--- config.mk ---
export PLATFORM = sky130hd
export DESIGN_NAME = m_store_buffer
export DESIGN_NICKNAME = d
export VERILOG_FILES = /design/src/rtl/m_store_buffer_pkg.sv /design/src/rtl/m_store_buffer_sb_fifo.sv /design/src/rtl/m_store_buffer.sv
export SDC_FILE = /design/constraint.sdc
export NUM_CORES = 1
export LEC_CHECK = 0
export ABC_AREA = 0
export ABC_CLOCK_PERIOD_IN_PS = 8400
export CAP_MARGIN = 20
export CORE_ASPECT_RATIO = 1.4
export CORE_MARGIN = 5
export CORE_UTILIZATION = 45
export DETAILED_ROUTE_END_ITERATION = 6
export HOLD_SLACK_MARGIN = 0.05
export PLACE_DENSITY_LB_ADDON = 0.15
export SYNTH_ARGS = -nofsm -noshare
export SYNTH_HDL_FRONTEND = slang
export SYNTH_HIERARCHICAL = 1
export SYNTH_SLANG_ARGS = --single-unit
--- constraint.sdc ---
create_clock -name clk -period 8.4 [get_ports clk]
set_input_delay 2.52 -clock clk [delete_from_list [all_inputs] [get_ports clk]]
set_output_delay 2.52 -clock clk [all_outputs]
set_load 0.05 [all_outputs]
--- src/rtl/m_store_buffer_pkg.sv ---
// rtl/m_store_buffer_pkg.sv - shared memory-mode codes, buffer depth and entry type for the store buffer
package m_store_buffer_pkg;

    localparam logic [1:0] MEM_WORD = 2'd0;
    localparam logic [1:0] MEM_BYTE = 2'd1;
    localparam logic [1:0] MEM_HALF = 2'd2;

    localparam int SB_DEPTH = 4;

    typedef struct packed {
        logic [1:0]  mode;
        logic [31:0] addr;
        logic [31:0] data;
        logic [31:0] pc;
    } sb_entry_t;

    // Word-granular overlap test; deliberately ignores size and byte offset.
    function automatic logic same_word(input logic [31:0] a, input logic [31:0] b);
        return a[31:2] == b[31:2];
    endfunction

endpackage

--- src/rtl/m_store_buffer_sb_fifo.sv ---
// rtl/m_store_buffer_sb_fifo.sv - circular store-entry FIFO with an occupancy-masked address view
module sb_fifo
    import m_store_buffer_pkg::*;
#(
    parameter int DEPTH = SB_DEPTH,
    parameter int PTR_W = $clog2(DEPTH)
) (
    input  logic             clk,
    input  logic             reset,
    input  logic             push,
    input  sb_entry_t        push_entry,
    input  logic             pop,
    output sb_entry_t        head,
    output logic [31:0]      addrs [DEPTH],
    output logic [DEPTH-1:0] valid,
    output logic [PTR_W:0]   count
);

    localparam logic [PTR_W-1:0] PTR_ONE = PTR_W'(1);
    localparam logic [PTR_W:0]   CNT_ONE = (PTR_W+1)'(1);

    sb_entry_t        mem [DEPTH];
    logic [PTR_W-1:0] wr_ptr;
    logic [PTR_W-1:0] rd_ptr;
    logic [PTR_W-1:0] off;

    always_ff @(posedge clk or negedge reset) begin
        if (!reset) begin
            wr_ptr <= '0;
            rd_ptr <= '0;
            count  <= '0;
        end else begin
            if (push) wr_ptr <= wr_ptr + PTR_ONE;
            if (pop)  rd_ptr <= rd_ptr + PTR_ONE;
            case ({push, pop})
                2'b10:   count <= count + CNT_ONE;
                2'b01:   count <= count - CNT_ONE;
                default: count <= count;
            endcase
        end
    end

    // Entry contents are don't-care after reset, so the array carries no reset.
    always_ff @(posedge clk) begin
        if (push) mem[wr_ptr] <= push_entry;
    end

    assign head = mem[rd_ptr];

    always_comb begin
        off = '0;
        for (int i = 0; i < DEPTH; i++) begin
            addrs[i] = mem[i].addr;
            off      = PTR_W'(i) - rd_ptr;
            valid[i] = {1'b0, off} < count;
        end
    end

endmodule

--- src/rtl/m_store_buffer.sv ---
// rtl/m_store_buffer.sv - posted-write store buffer owning the data-memory port, with load hazard stall and flush
module m_store_buffer
    import m_store_buffer_pkg::*;
#(
    parameter int DEPTH = SB_DEPTH,
    parameter int PTR_W = 2
) (
    input  logic             clk,
    input  logic             reset,
    input  logic             st_valid,
    output logic             st_ready,
    input  logic [1:0]       st_mode,
    input  logic [31:0]      st_addr,
    input  logic [31:0]      st_data,
    input  logic [31:0]      st_pc,
    input  logic             ld_valid,
    input  logic [1:0]       ld_mode,
    input  logic [31:0]      ld_addr,
    output logic             ld_stall,
    input  logic             flush_req,
    output logic             flush_done,
    output logic             mem_write,
    output logic             mem_read,
    output logic [31:0]      mem_mode,
    output logic [31:0]      mem_addr,
    output logic [31:0]      mem_data,
    output logic [31:0]      mem_pc,
    output logic [PTR_W:0]   count
);

    localparam logic [PTR_W:0] FULL = (PTR_W+1)'(DEPTH);

    sb_entry_t        head;
    sb_entry_t        push_entry;
    logic [31:0]      addrs [DEPTH];
    logic [DEPTH-1:0] valid;
    logic             push;
    logic             hit;
    logic             load_phase;
    logic             drain;

    assign push_entry = '{mode: st_mode, addr: st_addr, data: st_data, pc: st_pc};

    // No full-bypass: a full buffer refuses stores even on a draining cycle.
    assign st_ready = count < FULL;
    assign push     = st_valid & st_ready;

    sb_fifo #(
        .DEPTH (DEPTH),
        .PTR_W (PTR_W)
    ) u_fifo (
        .clk        (clk),
        .reset      (reset),
        .push       (push),
        .push_entry (push_entry),
        .pop        (drain),
        .head       (head),
        .addrs      (addrs),
        .valid      (valid),
        .count      (count)
    );

    // Only already-queued entries are compared; a same-cycle push is younger than the load.
    always_comb begin
        hit = 1'b0;
        for (int i = 0; i < DEPTH; i++) begin
            if (valid[i] && same_word(addrs[i], ld_addr)) hit = 1'b1;
        end
        hit = hit & ld_valid;
    end

    assign load_phase = ld_valid & ~hit & ~flush_req;
    assign drain      = (count != '0) & ~load_phase;

    assign ld_stall   = hit | (flush_req & ld_valid);
    assign flush_done = flush_req & (count == '0);

    always_comb begin
        mem_read  = load_phase;
        mem_write = drain;
        mem_addr  = load_phase ? ld_addr : head.addr;
        mem_mode  = {30'd0, (load_phase ? ld_mode : head.mode)};
        mem_data  = head.data;
        mem_pc    = head.pc;
    end

endmodule

# --- Yosys cells after proc, flatten, opt, wreduce, memory -nomap -nowiden ---
# Memory sizes are Yosys's and may differ from the RTL's.
# Cells that the tools add are included.
totals:
  register_bits: 7
  latch_bits: 0
  ramBits: 392
  rom_bits: 0
  input_bits: 137
  output_inout_bits: 136
  elab_cells: 50
  n_memories: 1
classes:
  addsub: 8
  mul: 0
  div_mod_pow: 0
  order_cmp: 5
  eq_ne: 6
  n_shift: 0
  mux: 9
  bitwise: 11
  n_reduce_logical: 7
mem_list:
  columns: ["name", "words", "width", "read_ports", "rd_ports_with_merged_regs", "wr", "line", "text"]
  rows:
  - ["u_fifo.mem", 4, 98, 5, 0, 1, "m_store_buffer_sb_fifo.sv:22", "sb_entry_t mem [DEPTH];"]
ops:
  columns: ["operator", "n"]
  rows:
  - ["$eq A30 B30 Y1", 4]
  - ["$mux W32", 1]
  - ["$lt A2 B3 Y1", 4]
  - ["$and A1 B1 Y1", 7]
  - ["$mux W1", 6]
  - ["$pmux W3 S2", 1]
  - ["$add A2 B1 Y2 const B", 2]
  - ["$logic_and A1 B1 Y1", 4]
  - ["$sub A1 B2 Y2 const A", 2]
  - ["$sub A2 B2 Y2 const A", 2]
  - ["$add A3 B1 Y3 const B", 1]
  - ["$logic_not A3 Y1", 1]
  - ["$lt A3 B3 Y1 const B", 1]
  - ["$not A1 Y1", 3]
  - ["$reduce_bool A3 Y1", 1]
  - ["$sub A3 B1 Y3 const B", 1]
  - ["$eq A2 B1 Y1 const B", 1]
  - ["$eq A2 B2 Y1 const B", 1]
  - ["$mux W2", 1]
  - ["$reduce_bool A2 Y1", 1]
  - ["$or A1 B1 Y1", 1]

# --- Logic depth before layout (Yosys ltp) ---
# Gate-level depths: netlist (run 1).
logic_depth:
  word_depth: 15
  depth_mapped: 20
  ltp_nobuf: 16

# --- Hierarchy ---
# Netlist (run 1), hierarchy kept.
by_module_without_submodules:
  columns: ["mod", "instances", "cells_per_inst", "area_per_inst_um2", "seq_area_each_um2"]
  rows:
  - ["sb_fifo", 1, 693, 15630.0, 11946.5]
  - ["m_store_buffer", 1, 267, 2403.6, 0.0]

# --- Worst setup path after synthesis (run 1) ---
# OpenSTA, ideal clock, no wires.
synth_timing:
  path_type: "in2out"
  start: "input port ld_addr[17]"
  end: "output port ld_stall"
  arrival_ns: 4.273
  required_time_ns: 5.880
  slack_ns: 1.607
  stages: 6
  n_path_buf: 1
  path_cell_list: "buf_2 xnor2_1 nand4_1 nor4_1 a22oi_2 a31oi_1"
synth_via:
  elab_chain_cells: 8
  word_cells_on_any_way: 14
  classes_between: "eq/ne (4); mux (4); bitwise (2); reduce/logical (4)"
synth_lines:
  columns: ["item", "line", "text"]
  rows:
  - ["start: declaration", "m_store_buffer.sv:18", "input logic [31:0] ld_addr,"]
  - ["$eq A30 B30 Y1", "m_store_buffer_pkg.sv:19", "return a[31:2] == b[31:2];"]
  - ["$logic_and A1 B1 Y1", "m_store_buffer.sv:67", "if (valid[i] && same_word(addrs[i], ld_addr)) hit = 1'b1;"]
  - ["$mux W1 (3 in series)", "m_store_buffer.sv:67", null]
  - ["$mux W1 *", "m_store_buffer.sv:67", null]
  - ["$and A1 B1 Y1 *", "m_store_buffer.sv:69", "hit = hit & ld_valid;"]
  - ["$or A1 B1 Y1 *", "m_store_buffer.sv:75", "assign ld_stall = hit | (flush_req & ld_valid);"]
  - ["end: declaration", "m_store_buffer.sv:19", "output logic ld_stall,"]
# Every way passes the cells marked *; elsewhere a longest branch is shown, timed or not.

# --- Final worst setup path (run 1) ---
layout_timing:
  start: "input port ld_addr[15]"
  end: "output port mem_addr[26]"
layout_via:
  elab_chain_cells: 11
  word_cells_on_any_way: 17
  classes_between: "eq/ne (4); mux (5); bitwise (4); reduce/logical (4)"
layout_lines:
  columns: ["item", "line", "text"]
  rows:
  - ["$eq A30 B30 Y1", "m_store_buffer_pkg.sv:19", null]
  - ["$logic_and A1 B1 Y1", "m_store_buffer.sv:67", null]
  - ["$mux W1 (3 in series)", "m_store_buffer.sv:67", null]
  - ["$mux W1 *", "m_store_buffer.sv:67", null]
  - ["$and A1 B1 Y1 *", "m_store_buffer.sv:69", null]
  - ["$not A1 Y1 *", "m_store_buffer.sv:72", "assign load_phase = ld_valid & ~hit & ~flush_req;"]
  - ["$and A1 B1 Y1 * (2 in series)", "m_store_buffer.sv:72", null]
  - ["$mux W32 *", "m_store_buffer.sv:81", "mem_addr = load_phase ? ld_addr : head.addr;"]
  - ["end: declaration", "m_store_buffer.sv:25", "output logic [31:0] mem_addr,"]
# Marks and branches as above.

==> impl_metrics.tcl, run 1 <==
set metrics [dict create \
    port_buffers 242 \
    postCtsHoldBufs 0 \
    drtIter0Drc 479 \
    rows 86 \
    wl_per_cell_um 23.6 \
    clock_latency_ps 540 \
    internal_power_mw 4.60 \
    pin_count 273 \
    relSlewSlack 0.298 \
    p_comb_frac 0.419 \
    via_count 8289 \
    critical_path_buf_inv_count 3 \
    skew_ps 27.2 \
    path_cells "clkdlybuf4s50_1 -> xnor2_1 -> nand4_1 -> nor4_2 -> a41oi_2 -> nand4_4 -> buf_12 -> mux2_2 -> buf_4" \
    setup_violations 0 \
    switching_share 0.377 \
    synth_area_um2 18000 \
    drive_gt1_frac 0.227 \
    final.min_clock_period_ps 7920 \
    critPathTopFamily "buffers and inverters" \
    syn-instance-count 952 \
    antenna_found_initial 4 \
    cp.arrival_ps 5400 \
    num-nets-final 1220 \
    pwr-share-seq 0.363 \
    drv_slew 0 \
    cts_tree "done" \
    drv_cap 0 \
    cts-resized-gates 0 \
    clkPwrFrac 0.217 \
    syn_area_per_cell_um2 18.9 \
    yosys_warnings 6 \
    critPathKind "in2out" \
    detail-route-antenna-nets 0 \
    fin_area_um2 20800 \
    rsz0062_at_grt "no" \
    drc_errors 0 \
    place.gp.congestion 0.938 \
    worstPathRequired_ps 5880 \
    tightest_slew_ps 1050 \
    dp_hpwl_um 26300 \
    postCtsSetupRepairBufs 0 \
    initial_core_util 0.455 \
    power_density_nw_per_um2 355 \
    die_h_um 246 \
    dieWidth_um 179 \
    fmax_mhz 126 \
    layout_common_cells "392 x edfxtp_1, 205 x clkdlybuf4s50_1, 100 x xnor2_1" \
    ir_worst_vdd_mv 0.221 \
    overflow 0 \
    leakagePower_nw 6.82 \
    cts-root-buf "clkbuf_16" \
    cts_max_path_buffers 3 \
    via_per_inst 5.08 \
    core_um2 39500 \
    critPathCaptureType "output port" \
    first_pass_iters 4 \
    htreeDepth 2 \
    numCtsBuffers 39 \
    place_area_um2 19600 \
    clk_pin_slew_worst_paths_ps 50 \
    cts_num_sinks 399 \
    grt_pass1_vias 9131 \
    max_stage_delay_ps 530 \
    cp_max_fo 17 \
    tns_ps 0 \
    timing.final.crit_share 0.943 \
    start_kind "input pin" \
    finalPower_mw 7.39 \
    status "finished clean" \
    syn_to_final_growth_pct 15.8 \
    whs_ps 569 \
    dieArea_um2 44100 \
    track_usage 0.175 \
    final_common_cell "edfxtp_1" \
    crit_path_top_delay_cell "clkdlybuf4s50_1" \
    p_switching_mw 2.79 \
    finalHoldViolations 0 \
    grt_pass1_wl_um 57000 \
    grt_max_degree 65 \
    hold_class "reg2reg" \
    wl_um 38500 \
]
==> registers in the layout, summed over array words and instances, names as in the netlist <==
| register | flops |
|---|---|
| u_fifo/count | 3 |
| u_fifo/mem | 392 |
| u_fifo/rd_ptr | 2 |
| u_fifo/wr_ptr | 2 |
==> metal layers <==
layer  vias up  routed length, um  GRT usage
li1       3735                  -          -
met1      4239              13800      0.198
met2       249              20100      0.303
met3        64               3300     0.0637
met4         2               1330     0.0614
met5         -                  7          0
==> worst register-to-register path: stages, from the launching register on <==
cell	delay, ps
dfrtp_4	910
inv_1	140
ha_1	330
a21oi_1	40
o21bai_1	280
nand4_1	260
nor4_1	330
nand4_1	210
nand4_4	220
buf_12	190
o31a_1	310
ha_1	240
inv_1	60
fa_1	370
xor2_1	150
nor2_1	110
xor2_1	140
==> power groups by stage <==
stage | clock [mW] | sequential (mW) | combinational [mW]
2_1_floorplan | 0 | 2.65 | 2.38
3_3_place_gp | 0 | 2.72 | 3.16
3_5_place_dp | 0 | 2.74 | 3.15
4_1_cts | 1.65 | 2.69 | 3.17
5_1_grt | 1.74 | 2.72 | 3.28
6_report | 1.60 | 2.69 | 3.10
==> per-stage QoR <==
stage | cells | worst slack (ps) | util
floorplan | 981 | 1610 | -
global placement | 1560 | 457 | 0.497
detailed placement | 1560 | 471 | 0.497
CTS | 1628 | 438 | 0.527
global route | 1628 | 383 | 0.527
finish | 1632 | 477 | 0.527
==> final cells by class <==
cell class | count | area, um^2
repair buffers | 257 | 2480
inverters | 11 | 41.3
clock buffers | 49 | 1030
fillers | 3196 | 18700
diodes | 4 | 10.0
multi-input cells | 365 | 4500
well taps | 528 | 661
clock inverters | 19 | 126
flip-flops and latches | 399 | 12000
==> path summary, 6_finish.rpt <==
path                            depth (start not counted)  slack, ps              from                to
worst max-delay path                                    9        480       ld_addr[15]      mem_addr[26]
worst min-delay path                                    1        570  u_fifo/wr_ptr[0]  u_fifo/wr_ptr[0]
worst max register to register                         16       4040  u_fifo/rd_ptr[1]   u_fifo/count[2]
worst min register to register                          1        570  u_fifo/wr_ptr[0]  u_fifo/wr_ptr[0]
max in group asynchronous                               1       5860             reset  u_fifo/rd_ptr[1]
min in group asynchronous                               1       2270             reset  u_fifo/rd_ptr[0]
(Power assumes the default switching activity.)
==> run 2, diff against run 1 <==
Settings changed: CORE_ASPECT_RATIO 1.4 to 0.6, SKIP_CTS_REPAIR_TIMING from default to 1.
==> run 2 against run 1 <==
Register-to-register slack worse by 440 ps. Die area is 0.17% higher. Clock skew is 13 ps lower. Sequential share of layout area down 0.079 points. Worst hold slack worse by 15 ps. Critical endpoint is now mem_addr[23]. Largest power group unchanged.
==> impl_metrics.tcl, run 2 (synthesis gave the netlist of run 1 again) <==
set metrics [dict create \
    port_buffers 242 \
    core_um2 39200 \
    p_comb_frac 0.417 \
    status "finished clean" \
    reg2reg_slack_ps 3600 \
    dieArea_um2 44200 \
    clock_latency_ps 530 \
    finalPower_mw 7.48 \
    fill_cells 3118 \
    drc_errors 0 \
    largest_register "u_fifo/mem" \
    met1_usage 0.269 \
    first_pass_iters 5 \
    cts_num_sinks 399 \
    path_cells "clkdlybuf4s50_1 -> xnor2_1 -> nand4_1 -> nor4_2 -> a41oi_2 -> nand4_4 -> buf_12 -> mux2_2 -> buf_4" \
    start_kind "input pin" \
    hold_class "reg2reg" \
    clk_pin_slew_worst_paths_ps 60 \
    grt_pass1_wl_um 58900 \
    num-nets-final 1217 \
    dp_hpwl_um 27600 \
    grt_pass1_vias 8674 \
    leakagePower_nw 6.82 \
    worstPathRequired_ps 5880 \
    rr_startpoint "u_fifo/rd_ptr[1]" \
    power_density_nw_per_um2 359 \
    p_switching_mw 2.83 \
    place.gp.congestion 0.918 \
    grt_max_degree 75 \
    pin_count 273 \
    initial_core_util 0.458 \
    clkPwrFrac 0.222 \
    die_h_um 165 \
    track_usage 0.182 \
    dieWidth_um 268 \
    cts-root-buf "clkbuf_16" \
    crit_path_top_delay_cell "xnor2_1" \
    numCtsBuffers 38 \
    reg_top3 "u_fifo/mem: 392 flops, u_fifo/count: 3 flops" \
    max_stage_delay_ps 560 \
    final.min_clock_period_ps 7900 \
    use_met2 0.269 \
    hold_depth 1 \
    antenna_found_initial 2 \
    tns_ps 0 \
    whs_ps 554 \
    drive_gt1_frac 0.223 \
    tightest_slew_ps 1080 \
    critPathCaptureType "output port" \
    rsz0062_at_grt "no" \
    startpoint "ld_addr[21]" \
    ir_worst_vdd_mv 0.309 \
    switching_share 0.378 \
    via_count 8421 \
    critPathKind "in2out" \
    cts_tree "done" \
    fmax_mhz 127 \
    final_common_cell "edfxtp_1" \
    detail-route-antenna-nets 0 \
    wl_per_cell_um 25.2 \
    via_per_inst 5.20 \
    finalHoldViolations 0 \
    skew_ps 13.8 \
    reg2reg_depth 17 \
    cp_max_fo 16 \
    largest_register_ffs 392 \
    regArea_um2 12000 \
    overflow 0 \
    syn_to_final_growth_pct 15.9 \
    cp.arrival_ps 5380 \
    drtIter0Drc 600 \
    drv_slew 0 \
    cts_max_path_buffers 3 \
    pwr-share-seq 0.361 \
    hold_end "u_fifo/wr_ptr[0]" \
    layout_common_cells "392 x edfxtp_1, 205 x clkdlybuf4s50_1, 100 x xnor2_1" \
    relSlewSlack 0.277 \
    multi_input_area_um2 4500 \
    grt_util_met3 0.0628 \
    setup_violations 0 \
    timing.final.crit_share 0.941 \
    drv_cap 0 \
    wl_um 40800 \
    htreeDepth 2 \
    rows 56 \
    internal_power_mw 4.65 \
    rr_endpoint "u_fifo/count[2]" \
    worstHoldStart "u_fifo/wr_ptr[0]" \
    grt_busiest_layer "met2" \
]
-- run 2: worst max-delay path by stage --
stage,endpoint,slack (ps),depth (start not counted)
after global placement,mem_addr[23],660,9
after detailed placement,mem_addr[23],630,9
after floorplan,ld_stall,1610,6
final,mem_addr[23],500,9
after CTS,mem_addr[23],620,10
after global routing,mem_addr[23],420,9
-- run 2: worst max-delay path, delay by kind of cell --
kind / cells / cell delay [ps]
AOI/OAI and AO/OA: 1 / 190
xor gates and xnor gates: 1 / 560
buffers and inverters: 3 / 940
muxes: 1 / 360
and+or+nand+nor: 3 / 790
-- run 2: per-layer routing --
metal	routed length, um	part of all wire	up-vias
met5	13	0.00032	-
met4	437	0.011	2
met3	3430	0.084	40
met2	18500	0.45	262
met1	18400	0.45	4391
li1	-	-	3726
-- run 2: area by class of cell --
type                       instances  share of cell area
inverter                          11             0.00198
sequential                       399               0.574
clock inverter                    16             0.00835
multi-input combinational        365               0.216
antenna                            1            0.000120
timing repair buffer             255               0.119
clock buffer                      51              0.0490
tap                              522              0.0313
-- run 2: through the flow --
step / utilization / instance area, um^2 / worst slack, ps / instances
4_1_cts: 0.531 / 20800 / 623 / 1619
5_1_grt: 0.531 / 20800 / 420 / 1620
3_3_place_gp: 0.501 / 19600 / 664 / 1552
2_1_floorplan: - / 18100 / 1610 / 981
6_report: 0.531 / 20800 / 498 / 1620
3_5_place_dp: 0.501 / 19600 / 629 / 1552
-- run 2: power by group through the flow --
stage / Combinational, mW / Clock, mW / Sequential, mW
after floorplan: 2.38 / 0 / 2.65
after global placement: 3.16 / 0 / 2.75
after detailed placement: 3.15 / 0 / 2.75
after CTS: 3.16 / 1.71 / 2.71
after global routing: 3.27 / 1.81 / 2.74
final: 3.12 / 1.66 / 2.70
==> run 3, diff against run 2 <==
Settings changed: ABC_AREA 0 to 1.
==> run 3 against run 2 <==
Critical path depth grew 4. Routed wire length rose by 42%. Utilization about the same. Sequential share of layout area fell by 5.6 points. Clock power is essentially flat. Setup slack improved by 0.58 ps. Clock skew shrank 3.7 ps. Cell count grew 67%. Power is 14% higher. Register-to-register slack worse by 160 ps. Die area up 10%. Synthesized cell count rose by 110%. Largest power group unchanged.
==> impl_metrics.tcl, run 3 <==
set metrics [dict create \
    syn-instance-count 2022 \
    ir_worst_vdd_mv 0.306 \
    port_buffers 242 \
    dp_slack_ps 605 \
    final_common_cell "nand2_1" \
    die_h_um 173 \
    dp_hpwl_um 39200 \
    first_pass_iters 5 \
    place.gp.congestion 1.00 \
    numCtsBuffers 40 \
    worstPathRequired_ps 5880 \
    path_cells "clkdlybuf4s50_1 -> o21ai_0 -> inv_1 -> nand3_1 -> nor2_1 -> nand2_1 -> nor2_1 -> nor2_2 -> nand3_4 -> buf_12 -> nand2_2 -> nand2_1 -> buf_4" \
    critical_path_buf_inv_count 4 \
    hold_class "reg2reg" \
    drv_slew 0 \
    skew_ps 10.1 \
    grt_pass1_wl_um 86000 \
    wl_per_cell_um 21.4 \
    syn_to_final_growth_pct 16.0 \
    tns_ps 0 \
    pin_count 273 \
    grt_pass1_vias 13200 \
    core_um2 43600 \
    detail-route-antenna-nets 0 \
    fin_area_um2 23100 \
    power_density_nw_per_um2 369 \
    overflow 0 \
    synth_area_um2 19900 \
    drtIter0Drc 1406 \
    max_stage_delay_ps 710 \
    fmax_mhz 127 \
    place_area_um2 21900 \
    initial_core_util 0.457 \
    status "finished clean" \
    layout_common_cells "530 x nand2_1, 392 x edfxtp_1, 337 x nand3_1" \
    drv_cap 0 \
    critPathCaptureType "output port" \
    htreeDepth 2 \
    drc_errors 0 \
    cts-root-buf "clkbuf_16" \
    clock_latency_ps 540 \
    antenna_found_initial 3 \
    critPathKind "in2out" \
    cp.arrival_ps 5380 \
    finalPower_mw 8.52 \
    crit_path_top_delay_cell "clkdlybuf4s50_1" \
    final.min_clock_period_ps 7900 \
    leakagePower_nw 9.12 \
    syn_area_per_cell_um2 9.85 \
    drive_gt1_frac 0.0779 \
    dieWidth_um 282 \
    diodes 0 \
    rows 59 \
    start_kind "input pin" \
    via_per_inst 5.23 \
    cts_tree "done" \
    setup_violations 0 \
    cts_num_sinks 399 \
    finalHoldViolations 0 \
    relSlewSlack 0.265 \
    fin_util 0.531 \
    yosys_warnings 6 \
    cp_max_fo 21 \
    reg_top3 "u_fifo/mem: 392 flops, u_fifo/count: 3 flops" \
    num-nets-final 2252 \
    timing.final.crit_share 0.941 \
    clk_pin_slew_worst_paths_ps 60 \
    track_usage 0.232 \
    cts_max_path_buffers 3 \
    wl_um 58100 \
    rsz0062_at_grt "no" \
    via_count 14200 \
    grt_max_degree 101 \
    critPathTopFamily "buffers and inverters" \
    dieArea_um2 48700 \
    largest_register "u_fifo/mem" \
    tightest_slew_ps 1100 \
    setup_ws_ps 499 \
    largest_register_ffs 392 \
]
-- run 3: cell types whose count changed in the layout (fill, tap and decap cells not counted), moves of 10 or more --
cell | before | now
buf_4 | 45 | 26
inv_1 | 11 | 178
nand4_1 | 25 | 101
xnor2_1 | 100 | 24
mux2_4 | 28 | 0
nor2_1 | 1 | 103
nor4_1 | 10 | 0
nand2_2 | 0 | 29
xor2_1 | 27 | 11
nand3_1 | 2 | 337
inv_2 | 0 | 17
mux4_2 | 98 | 0
buf_12 | 5 | 28
nand2_1 | 4 | 530
-- run 3: area by class of cell --
cell class	count	area, um^2
clock inverter	16	108
timing repair buffer	261	2850
sequential	399	12000
fill	3845	20400
inverter	201	771
tap	579	724
multi-input combinational	1202	5620
clock buffer	53	1090
-- run 3: worst paths after layout --
kind | from | to | slack [ps] | depth (start not counted)
setup / recovery | ld_addr[8] | mem_addr[13] | 500 | 13
hold / removal | u_fifo/count[1] | u_fifo/count[1] | 540 | 2
setup reg to reg | u_fifo/rd_ptr[1] | u_fifo/count[2] | 3440 | 23
hold reg to reg | u_fifo/count[1] | u_fifo/count[1] | 540 | 2
max in group asynchronous | reset | u_fifo/rd_ptr[1] | 5860 | 1
min in group asynchronous | reset | u_fifo/count[1] | 2250 | 1
-- run 3: worst min-delay path, cell delays in order (launching register included) --
cell	delay (ps)
dfrtp_1	380
nand2_1	60
o21ai_0	60
-- run 3: per-layer routing --
metal,global-route usage,vias up,part of all wire,wire [um]
met1,0.358,6833,0.47,27300
met2,0.344,496,0.43,25200
met5,0,-,0.00059,34
li1,-,6780,-,-
met4,0.0381,6,0.014,814
met3,0.0513,61,0.082,4740
-- run 3: through the flow --
| step | std cells | hold slack [ps] |
|---|---|---|
| floorplan | 2051 | 494 |
| global placement | 2641 | 523 |
| global route | 2711 | 582 |
| detailed placement | 2641 | 530 |
| CTS | 2710 | 545 |
| finish | 2711 | 538 |
-- run 3: report_power, final --
part | internal [mW] | switching, mW
Clock | 0.942 | 0.734
Sequential | 2.54 | 0.204
Combinational | 1.23 | 2.87
Total | 4.71 | 3.81
